File: src/rtl/icache_pkg.sv
// Shared types and address-field helpers for the direct-mapped instruction cache.
package icache_pkg;

  localparam int unsigned ADDRW = 32;
  localparam int unsigned DATAW = 32;

  typedef enum logic [1:0] {
    IDLE   = 2'd0,
    LOOKUP = 2'd1,
    REFILL = 2'd2
  } icache_state_e;

  // Field widths of the word address: [byte | word offset | index | tag]
  function automatic int unsigned off_w(input int unsigned line_words);
    return $clog2(line_words);
  endfunction

  function automatic int unsigned idx_w(input int unsigned num_lines);
    return $clog2(num_lines);
  endfunction

  function automatic int unsigned tag_w(input int unsigned num_lines, input int unsigned line_words);
    return ADDRW - 2 - off_w(line_words) - idx_w(num_lines);
  endfunction

endpackage

File: src/rtl/icache_array.sv
// Valid/tag/data storage for the instruction cache: combinational read by index,
// synchronous word and tag writes, valid bits cleared by reset or flush.
module icache_array
  import icache_pkg::*;
#(
  parameter int unsigned NUM_LINES  = 16,
  parameter int unsigned LINE_WORDS = 4,
  localparam int unsigned OFFW = off_w(LINE_WORDS),
  localparam int unsigned IDXW = idx_w(NUM_LINES),
  localparam int unsigned TAGW = tag_w(NUM_LINES, LINE_WORDS)
) (
  input  logic              clk,
  input  logic              rst_n,
  input  logic              flush,
  input  logic [IDXW-1:0]   idx,
  input  logic [OFFW-1:0]   rd_word,
  output logic              rd_valid,
  output logic [TAGW-1:0]   rd_tag,
  output logic [DATAW-1:0]  rd_data,
  input  logic              word_we,
  input  logic [OFFW-1:0]   wr_word,
  input  logic [DATAW-1:0]  wr_data,
  input  logic              tag_we,
  input  logic [TAGW-1:0]   wr_tag,
  input  logic              set_valid
);

  logic [NUM_LINES-1:0] valid;
  logic [TAGW-1:0]      tags [NUM_LINES];
  logic [DATAW-1:0]     data [NUM_LINES][LINE_WORDS];

  assign rd_valid = valid[idx];
  assign rd_tag   = tags[idx];
  assign rd_data  = data[idx][rd_word];

  // Flush wins over a same-cycle tag write so a line filled under flush stays invalid
  always_ff @(posedge clk or negedge rst_n) begin
    if (!rst_n) begin
      valid <= '0;
    end else if (flush) begin
      valid <= '0;
    end else if (tag_we) begin
      valid[idx] <= set_valid;
    end
  end

  always_ff @(posedge clk) begin
    if (word_we) begin
      data[idx][wr_word] <= wr_data;
    end
    if (tag_we) begin
      tags[idx] <= wr_tag;
    end
  end

endmodule

File: src/rtl/icache.sv
// Direct-mapped read-only instruction cache: 1-cycle hits, word-by-word line refill
// from a req/ack backing memory port on a miss.
module icache
  import icache_pkg::*;
#(
  parameter int unsigned NUM_LINES  = 16,
  parameter int unsigned LINE_WORDS = 4
) (
  input  logic              clk_i,
  input  logic              rst_ni,
  input  logic [ADDRW-1:0]  imem_addr_i,
  input  logic              imem_valid_i,
  output logic [DATAW-1:0]  imem_rdata_o,
  output logic              imem_resp_o,
  input  logic              flush_i,
  output logic [ADDRW-1:0]  mem_addr_o,
  output logic              mem_req_o,
  input  logic [DATAW-1:0]  mem_rdata_i,
  input  logic              mem_ack_i
);

  localparam int unsigned OFFW     = off_w(LINE_WORDS);
  localparam int unsigned IDXW     = idx_w(NUM_LINES);
  localparam int unsigned TAGW     = tag_w(NUM_LINES, LINE_WORDS);
  localparam int unsigned LINE_LSB = 2 + OFFW;

  icache_state_e    state_q, state_d;
  logic [ADDRW-1:0] req_q, req_d;
  logic [OFFW-1:0]  beat_q, beat_d;
  logic             flush_pend_q, flush_pend_d;

  logic [IDXW-1:0]  idx;
  logic [OFFW-1:0]  word;
  logic [TAGW-1:0]  tag;
  logic             rd_valid;
  logic [TAGW-1:0]  rd_tag;
  logic [DATAW-1:0] rd_data;
  logic             hit;
  logic             last_beat;
  logic             resp;
  logic             mem_req;
  logic             word_we;
  logic             tag_we;
  logic             set_valid;
  logic             unused_byte_bits;

  assign idx              = req_q[LINE_LSB +: IDXW];
  assign word             = req_q[2 +: OFFW];
  assign tag              = req_q[ADDRW-1 -: TAGW];
  assign unused_byte_bits = ^{imem_addr_i[1:0], req_q[1:0]};
  assign hit              = rd_valid && (rd_tag == tag);
  assign last_beat        = (beat_q == OFFW'(LINE_WORDS - 1));

  icache_array #(
    .NUM_LINES  (NUM_LINES),
    .LINE_WORDS (LINE_WORDS)
  ) u_array (
    .clk       (clk_i),
    .rst_n     (rst_ni),
    .flush     (flush_i),
    .idx       (idx),
    .rd_word   (word),
    .rd_valid  (rd_valid),
    .rd_tag    (rd_tag),
    .rd_data   (rd_data),
    .word_we   (word_we),
    .wr_word   (beat_q),
    .wr_data   (mem_rdata_i),
    .tag_we    (tag_we),
    .wr_tag    (tag),
    .set_valid (set_valid)
  );

  always_ff @(posedge clk_i or negedge rst_ni) begin
    if (!rst_ni) begin
      state_q      <= IDLE;
      req_q        <= '0;
      beat_q       <= '0;
      flush_pend_q <= 1'b0;
    end else begin
      state_q      <= state_d;
      req_q        <= req_d;
      beat_q       <= beat_d;
      flush_pend_q <= flush_pend_d;
    end
  end

  // Next state and array control; a flush seen during refill keeps the new line invalid
  always_comb begin
    state_d      = state_q;
    req_d        = req_q;
    beat_d       = beat_q;
    flush_pend_d = flush_pend_q;
    resp         = 1'b0;
    mem_req      = 1'b0;
    word_we      = 1'b0;
    tag_we       = 1'b0;
    set_valid    = 1'b0;
    case (state_q)
      IDLE: begin
        if (imem_valid_i) begin
          req_d   = imem_addr_i;
          state_d = LOOKUP;
        end
      end
      LOOKUP: begin
        if (flush_i) begin
          state_d = IDLE;
        end else if (hit) begin
          resp = 1'b1;
          if (imem_valid_i) begin
            req_d = imem_addr_i;
          end else begin
            state_d = IDLE;
          end
        end else begin
          beat_d  = '0;
          state_d = REFILL;
        end
      end
      REFILL: begin
        mem_req = 1'b1;
        if (flush_i) begin
          flush_pend_d = 1'b1;
        end
        if (mem_ack_i) begin
          word_we = 1'b1;
          beat_d  = beat_q + OFFW'(1);
          if (last_beat) begin
            tag_we       = 1'b1;
            set_valid    = !(flush_pend_q || flush_i);
            flush_pend_d = 1'b0;
            state_d      = IDLE;
          end
        end
      end
      default: state_d = IDLE;
    endcase
  end

  assign imem_resp_o  = resp;
  assign imem_rdata_o = resp ? rd_data : '0;
  assign mem_req_o    = mem_req;
  assign mem_addr_o   = mem_req ? {req_q[ADDRW-1:LINE_LSB], beat_q, 2'b00} : '0;

endmodule

File: config.mk
export PLATFORM = sky130hd
export DESIGN_NAME = icache
export DESIGN_NICKNAME = d
export VERILOG_FILES = /design/src/rtl/icache_pkg.sv /design/src/rtl/icache_array.sv /design/src/rtl/icache.sv
export SDC_FILE = /design/constraint.sdc
export NUM_CORES = 2
export LEC_CHECK = 0
export CORE_MARGIN = 3
export CORE_UTILIZATION = 50
export DETAILED_ROUTE_END_ITERATION = 8
export PLACE_DENSITY = 0.74
export REMOVE_ABC_BUFFERS = 1
export SLEW_MARGIN = 20
export SYNTH_ARGS = -nofsm -noshare
export SYNTH_HDL_FRONTEND = slang
export SYNTH_SLANG_ARGS = --single-unit
export TNS_END_PERCENT = 30
File: constraint.sdc
create_clock -name clk_i -period 3.97 [get_ports clk_i]
set_input_delay 0.794 -clock clk_i [delete_from_list [all_inputs] [get_ports clk_i]]
set_output_delay 0.794 -clock clk_i [all_outputs]
set_load 0.01 [all_outputs]
# Word level (Yosys, flattened, before mapping)
# Memories as Yosys holds them, arrays and structs flattened.
# Index checks and enable logic that the tools add are counted.
[op_classes]
n_eq_ne = 11
addsub = 1
bitwise = 2
n_lt_le_gt_ge = 5
muxes = 48
reduce_logical = 12
[op_table]
columns = ["cell", "n"]
rows = [
  ["$mux W32", 8],
  ["$mux W128", 1],
  ["$bmux W32 S2", 1],
  ["$demux W32 S2", 1],
  ["$pmux W32 S2", 1],
  ["$mux W16", 2],
  ["$eq A24 B24 Y1", 1],
  ["$mux W1", 20],
  ["$mux W2", 9],
  ["$bwmux W16", 1],
  ["$ne A2 B2 Y1 const B", 6],
  ["$reduce_and A4 Y1", 2],
  ["$ge A3 B3 Y1 const B", 2],
  ["$not A2 Y3", 2],
  ["$pmux W2 S3", 1],
  ["$reduce_bool A2 Y1", 3],
  ["$lt A4 B5 Y1 const B", 1],
  ["$bmux W1 S4", 1],
  ["$demux W1 S4", 1],
  ["$eq A2 B2 Y1 const B", 2],
  ["$ge A4 B1 Y1 const B", 1],
  ["$ne A4 B4 Y1 const B", 1],
  ["$pmux W2 S2", 1],
  ["$logic_and A1 B1 Y1", 3],
  ["other kinds (7)", 7],
]
[word_totals]
in_bits = 69
wordCells = 86
output_inout_bits = 66
memories = 2
regBits = 53
ramBits = 2432
[mem_list]
columns = ["name", "words", "width", "read_ports", "rd_ports_with_merged_regs", "write_ports", "line", "text"]
rows = [
  ["u_array.data", 16, 128, 1, 0, 1, "icache_array.sv:30", "logic [DATAW-1:0] data [NUM_LINES][LINE_WORDS];"],
  ["u_array.tags", 16, 24, 1, 0, 1, "icache_array.sv:29", "logic [TAGW-1:0] tags [NUM_LINES];"],
]

# Depth between registers and ports, before layout
[logic_depth]
ltp_word = 8
mapped_depth = 15
ltp_nobuf = 9

# Modules after synthesis
# A second synthesis with hierarchy kept.
[unflattened]
hier_cells = 4455
hier_area_um2 = 95590.4
[modules_own_cells]
columns = ["mod", "area_per_inst_um2", "cells_each", "instances"]
rows = [
  ["icache_array", 93479.7, 4255, 1],
  ["icache", 2110.8, 200, 1],
]

# Worst setup path after synthesis
# OpenSTA, ideal clock, no wires.
[synth_path]
kind = "input to register"
start = "input mem_ack_i"
end = "memory u_array.data[14][64] (netlist bit) (enable)"
setup_ns = 0.461
path_slack_ns = 0.052
t_required_ns = 3.509
cell_stages = 3
arrival_ns = 3.457
cell_sequence = "clkbuf_1 > nand3_1 > nor3_1"
[synth_via]
elab_chain_len = 4
[synth_lines]
columns = ["element", "line", "text"]
rows = [
  ["start: declaration", "icache.sv:19", "input logic mem_ack_i"],
  ["$mux W1", "icache.sv:126", "if (mem_ack_i) begin"],
  ["$mux W1", "icache.sv:99", "case (state_q)"],
  ["$mux W1", "icache_array.sv:48", "if (word_we) begin"],
  ["$mux W128 (implied by the code)", "icache_array.sv:49", "data[idx][wr_word] <= wr_data;"],
  ["end: declaration", "icache_array.sv:30", ""],
]
# Every way passes these cells.

# Final worst setup path
[layout_path]
start = "register req_q[4]"
end = "output imem_rdata_o[18]"
[layout_via]
elab_chain_len = 7
word_cells_on_any_way = 13
[layout_lines]
columns = ["element", "line", "text"]
rows = [
  ["start: declaration", "icache.sv:28", "logic [ADDRW-1:0] req_q, req_d;"],
  ["start signal: assignment", "icache.sv:82", "req_q <= req_d;"],
  ["$mem_v2 Z16 W24 or $bmux W1 S4 (tied branches)", "-", ""],
  ["$eq A24 B24 Y1 or $mux W1 (tied branches)", "icache.sv:51, icache_array.sv:32", ""],
  ["$logic_and A1 B1 Y1", "icache.sv:51", "assign hit = rd_valid && (rd_tag == tag);"],
  ["$mux W1", "icache.sv:109", "end else if (hit) begin"],
  ["$mux W1", "icache.sv:107", "if (flush_i) begin"],
  ["$mux W1", "icache.sv:99", ""],
  ["$mux W32 (*)", "icache.sv:142", "assign imem_rdata_o = resp ? rd_data : '0;"],
  ["end: declaration", "icache.sv:13", "output logic [DATAW-1:0] imem_rdata_o,"],
]
# Mark *: on every way between the ends. The rest lies on a longest branch, timed or not. The select of a mux whose other input is x is not followed.

==> out/results.tsv <==
stage	metric	value	unit
min_path	hold_sp	mem_rdata_i[25]	
grt	initial antenna violation count	21	
synth	main combinational cell family by area after synthesis	multiplexers	
finish	fillers	12810	
grt	largest net degree at the start of global routing	65	
timing	fmax	191.7	MHz
floorplan	Core Area	0.1906	sq mm
route	ANT nets after route	0	
clocking	clock root cell	clkbuf_16	
synth	unique cell type count in the Yosys netlist	75	
setup_path	RR Startpoint	req_q[4]	
synth	syn_area_per_cell	24.02	sq um
clocking	Worst-Skew Late Latency	0.89	ns
floorplan	Rows	160	
clocking	CTS Buffer Depth	3	
job	Max Cap Viol	0	
synth	compound-cell area share of the yosys netlist	0.9158	%
synth	synthesized area	0.09618	sq mm
pwr	worst vdd ir	0.0005374	V
timing	RSZ-0062 raised after global routing	yes	
pwr	switching power	22150	uW
route	wire per inst	36.06	um
setup_path	Max FO, Critical Path	8	
setup_path	crit start category	flip-flop	
floorplan	Die W	444.6	um
clocking	clock-pin transition on the worst setup and hold timing paths	0.08	ns
route	WL final	261.0	mm
placement	port bufs	130	
route	DRT Pass-1 Iters	6	
timing	relative slew slack	25.13	%
grt	Overflow after GRT	0	
setup_path	data required time of the worst path	3.18	ns
finish	Total Nets Final	4593	
setup_path	crit end category	primary output	
grt	Total GRT Usage	26.38	%
synth	Synth Flop Type	edfxtp_1	
clocking	# clock sinks	2483	
pwr	Clock Power Share	29.5	%
finish	Syn-to-layout area delta	16.56	%
grt	first-pass GRT wire length	366.0	mm
timing	clk_skew	0.05165	ns
synth	synthesized-area fraction occupied by adder cells	0.05204	%
status	outcome	finished, violations left	
synth	Yosys top cell area share	75.93	%
synth	Seq/Total Area, Yosys	77.26	%
timing	final count of hold timing violations	0	
setup_path	reg2reg setup slack	0.15	ns
route	via count	47840	
timing	setup slack after layout	-1.248	ns
finish	fin cells	7239	
synth	post-synthesis simple-gate area fraction	1.466	%
pwr	Switching Share	29.00	%
min_path	Worst Hold Endpoint	u_array.data[1][121]	
timing	WHS	0.3266	ns
pwr	Comb pwr share	30.9	%
pwr	pwr/cell area	681.3	mW/mm^2
synth	mux share of post-synthesis cell area	18.71	%
placement	Placer Congestion	0.8189	
clocking	H-tree levels	4	
synth	instance count of the mapped netlist	4005	
pwr	Design Power	76380	uW
synth	asr flop ratio synth	2.054	%
pwr	internal power	54230	uW
setup_path	Worst Setup SP	req_q[4]	
synth	EDFF count, synth	2432	
min_path	Hold WC Path Type	in2reg	
floorplan	Die Y	444.6	um
placement	placed insts	6766	
pwr	Sequential Power Share	39.6	%
setup_path	worst reg2reg endpoint	req_q[19]	
finish	share of layout cells above drive strength 1	35.58	%
timing	Tightest Pin Transition	1.120	ns
finish	most frequent cells in the layout	edfxtp_1 (2432), mux4_2 (740), buf_4 (252), clkbuf_16 (235), buf_12 (88)	
timing	final count of pins violating max slew	0	
min_path	WHS Path Cells	1	
setup_path	Worst Setup Path Type	reg2out	
clocking	TritonCTS clock tree	yes	
floorplan	die area	0.1977	sq mm
route	Residual DRC	0	
synth	leading post-synthesis cells by cell area	edfxtp_1 (76%), mux4_2 (17%), dfrtp_1 (1.3%)	
pwr	LEAKAGE	0.03567	uW
floorplan	Initial Util	50.47	%
timing	fin crit period	5.218	ns
route	via density per instance	6.609	
status	failing checks	setup timing	
timing	period utilization	131.4	%
grt	number of global-route vias before repair	48180	
placement	post-DP HPWL	138.1	mm
synth	Synth area leader	edfxtp_1	
setup_path	worst-case reg-to-reg path depth	14	
synth	Synth Area in XOR/XNOR	0.2185	%
finish	most common cell after layout, fill and taps aside	edfxtp_1	
route	DRT iter0 DRCs	7291	
setup_path	WP data arrival	4.42	ns
synth	Yosys warning count	0	
clocking	Num CTS Buffers	227	
floorplan	number of top-level pins	135	
timing	final count of negative-setup-slack endpoints	33	
synth	Synth Register Bits	2483	
## cell type report
| class | count | area (sq um) | area share, % |
|---|---|---|---|
| clock inverter | 152 | 1720 | 1.535 |
| clock buffer | 273 | 5997 | 5.349 |
| tap | 2511 | 3142 | 2.802 |
| timing repair buffer | 511 | 5588 | 4.984 |
| antenna | 12 | 30.03 | 0.02679 |
| sequential | 2483 | 74330 | 66.30 |
| inverter | 19 | 71.32 | 0.06361 |
| multi-input combinational | 1278 | 21240 | 18.94 |
## power groups by stage
stage	clock, uW	sequential (uW)	combinational, uW
finish	22500	30300	23600
global route	23700	30300	24600
CTS	22700	30200	23200
detailed placement	0	30800	22600
global placement	0	30800	22400
floorplan	0	31800	8360
## registers in the layout (all words and copies together) (netlist names)
name / flops
flush_pend_q: 1
u_array.data: 2048
req_q: 30
u_array.tags: 384
u_array.valid: 16
state_q: 2
beat_q: 2
## worst max path at each step
| stage | endpoint | slack [ns] |
|---|---|---|
| 2_1_floorplan | req_q[4] | -24.56 |
| 3_3_place_gp | imem_rdata_o[20] | -0.74 |
| 3_5_place_dp | imem_rdata_o[17] | -0.77 |
| 4_1_cts | imem_rdata_o[16] | -1.34 |
| 5_1_grt | imem_rdata_o[18] | -1.34 |
| 6_report | imem_rdata_o[18] | -1.25 |
## routing by layer
| metal | vias to the layer above | part of all wire (%) | global-route usage (%) |
|---|---|---|---|
| li1 | 18240 | - | - |
| met4 | 6 | 4.9 | 11.65 |
| met1 | 25460 | 35 | 34.44 |
| met2 | 3514 | 50 | 43.24 |
| met5 | - | 0.016 | 0 |
| met3 | 623 | 10 | 5.597 |
## logic make-up (layout without fill, tap and decap cells)
kind of cell             after synthesis  in the layout
flip-flops                          2483           2483
AO/OA/AOI/OAI                        123            123
AND/OR/NAND/NOR                      276            276
buffers and inverters                245            955
multiplexers                         849            849
other                                  1             14
adder cells (fa/ha/maj)                4              4
XOR/XNOR                              24             24
## Yosys cell counts (all sizes together) (8+ instances only)
cell type	instances
nor2	89
nand2	44
xnor2	11
and3	36
nand3	15
mux2i	70
o22ai	8
a21oi	24
and2	38
o21ai	24
nor3	8
mux4	745
inv	19
xor2	13
mux2	34
clkbuf	109
buf	115
dfrtp	51
edfxtp	2432
or3	15
nor2b	13
a22oi	23
## worst max-delay path: stages, from the launching register on
cell,delay (ns)
dfrtp_4,0.55
buf_12,0.21
mux4_2,0.55
nor2b_1,0.15
a221o_1,0.29
o22a_1,0.21
o22ai_2,0.17
buf_4,0.16
nand4_4,0.08
nor4_4,0.39
buf_12,0.18
buf_12,0.15
buf_12,0.14
and3_1,0.17
buf_2,0.14
## repair_timing
item	in CTS	in global routing
gates resized for setup	87	111
cloned	2	6
hold buffers	0	1
setup buffers	7	18
hold endpoints to repair	0	34
pin swaps	3	15
endpoints found under the setup margin	37	63
## stage by stage
step | worst slack, ns | cell area [sq um] | setup TNS [ns] | utilization, %
final | -1.248 | 112100 | -39.00 | 58.82
after global routing | -1.335 | 112100 | -42.27 | 58.82
after CTS | -1.338 | 111600 | -43.15 | 58.57
after detailed placement | -0.7688 | 103700 | -21.92 | 54.42
after global placement | -0.7408 | 103500 | -21.95 | 54.32
after floorplan | -24.56 | 94930 | - | -
Power figures use the tool's default switching activity.
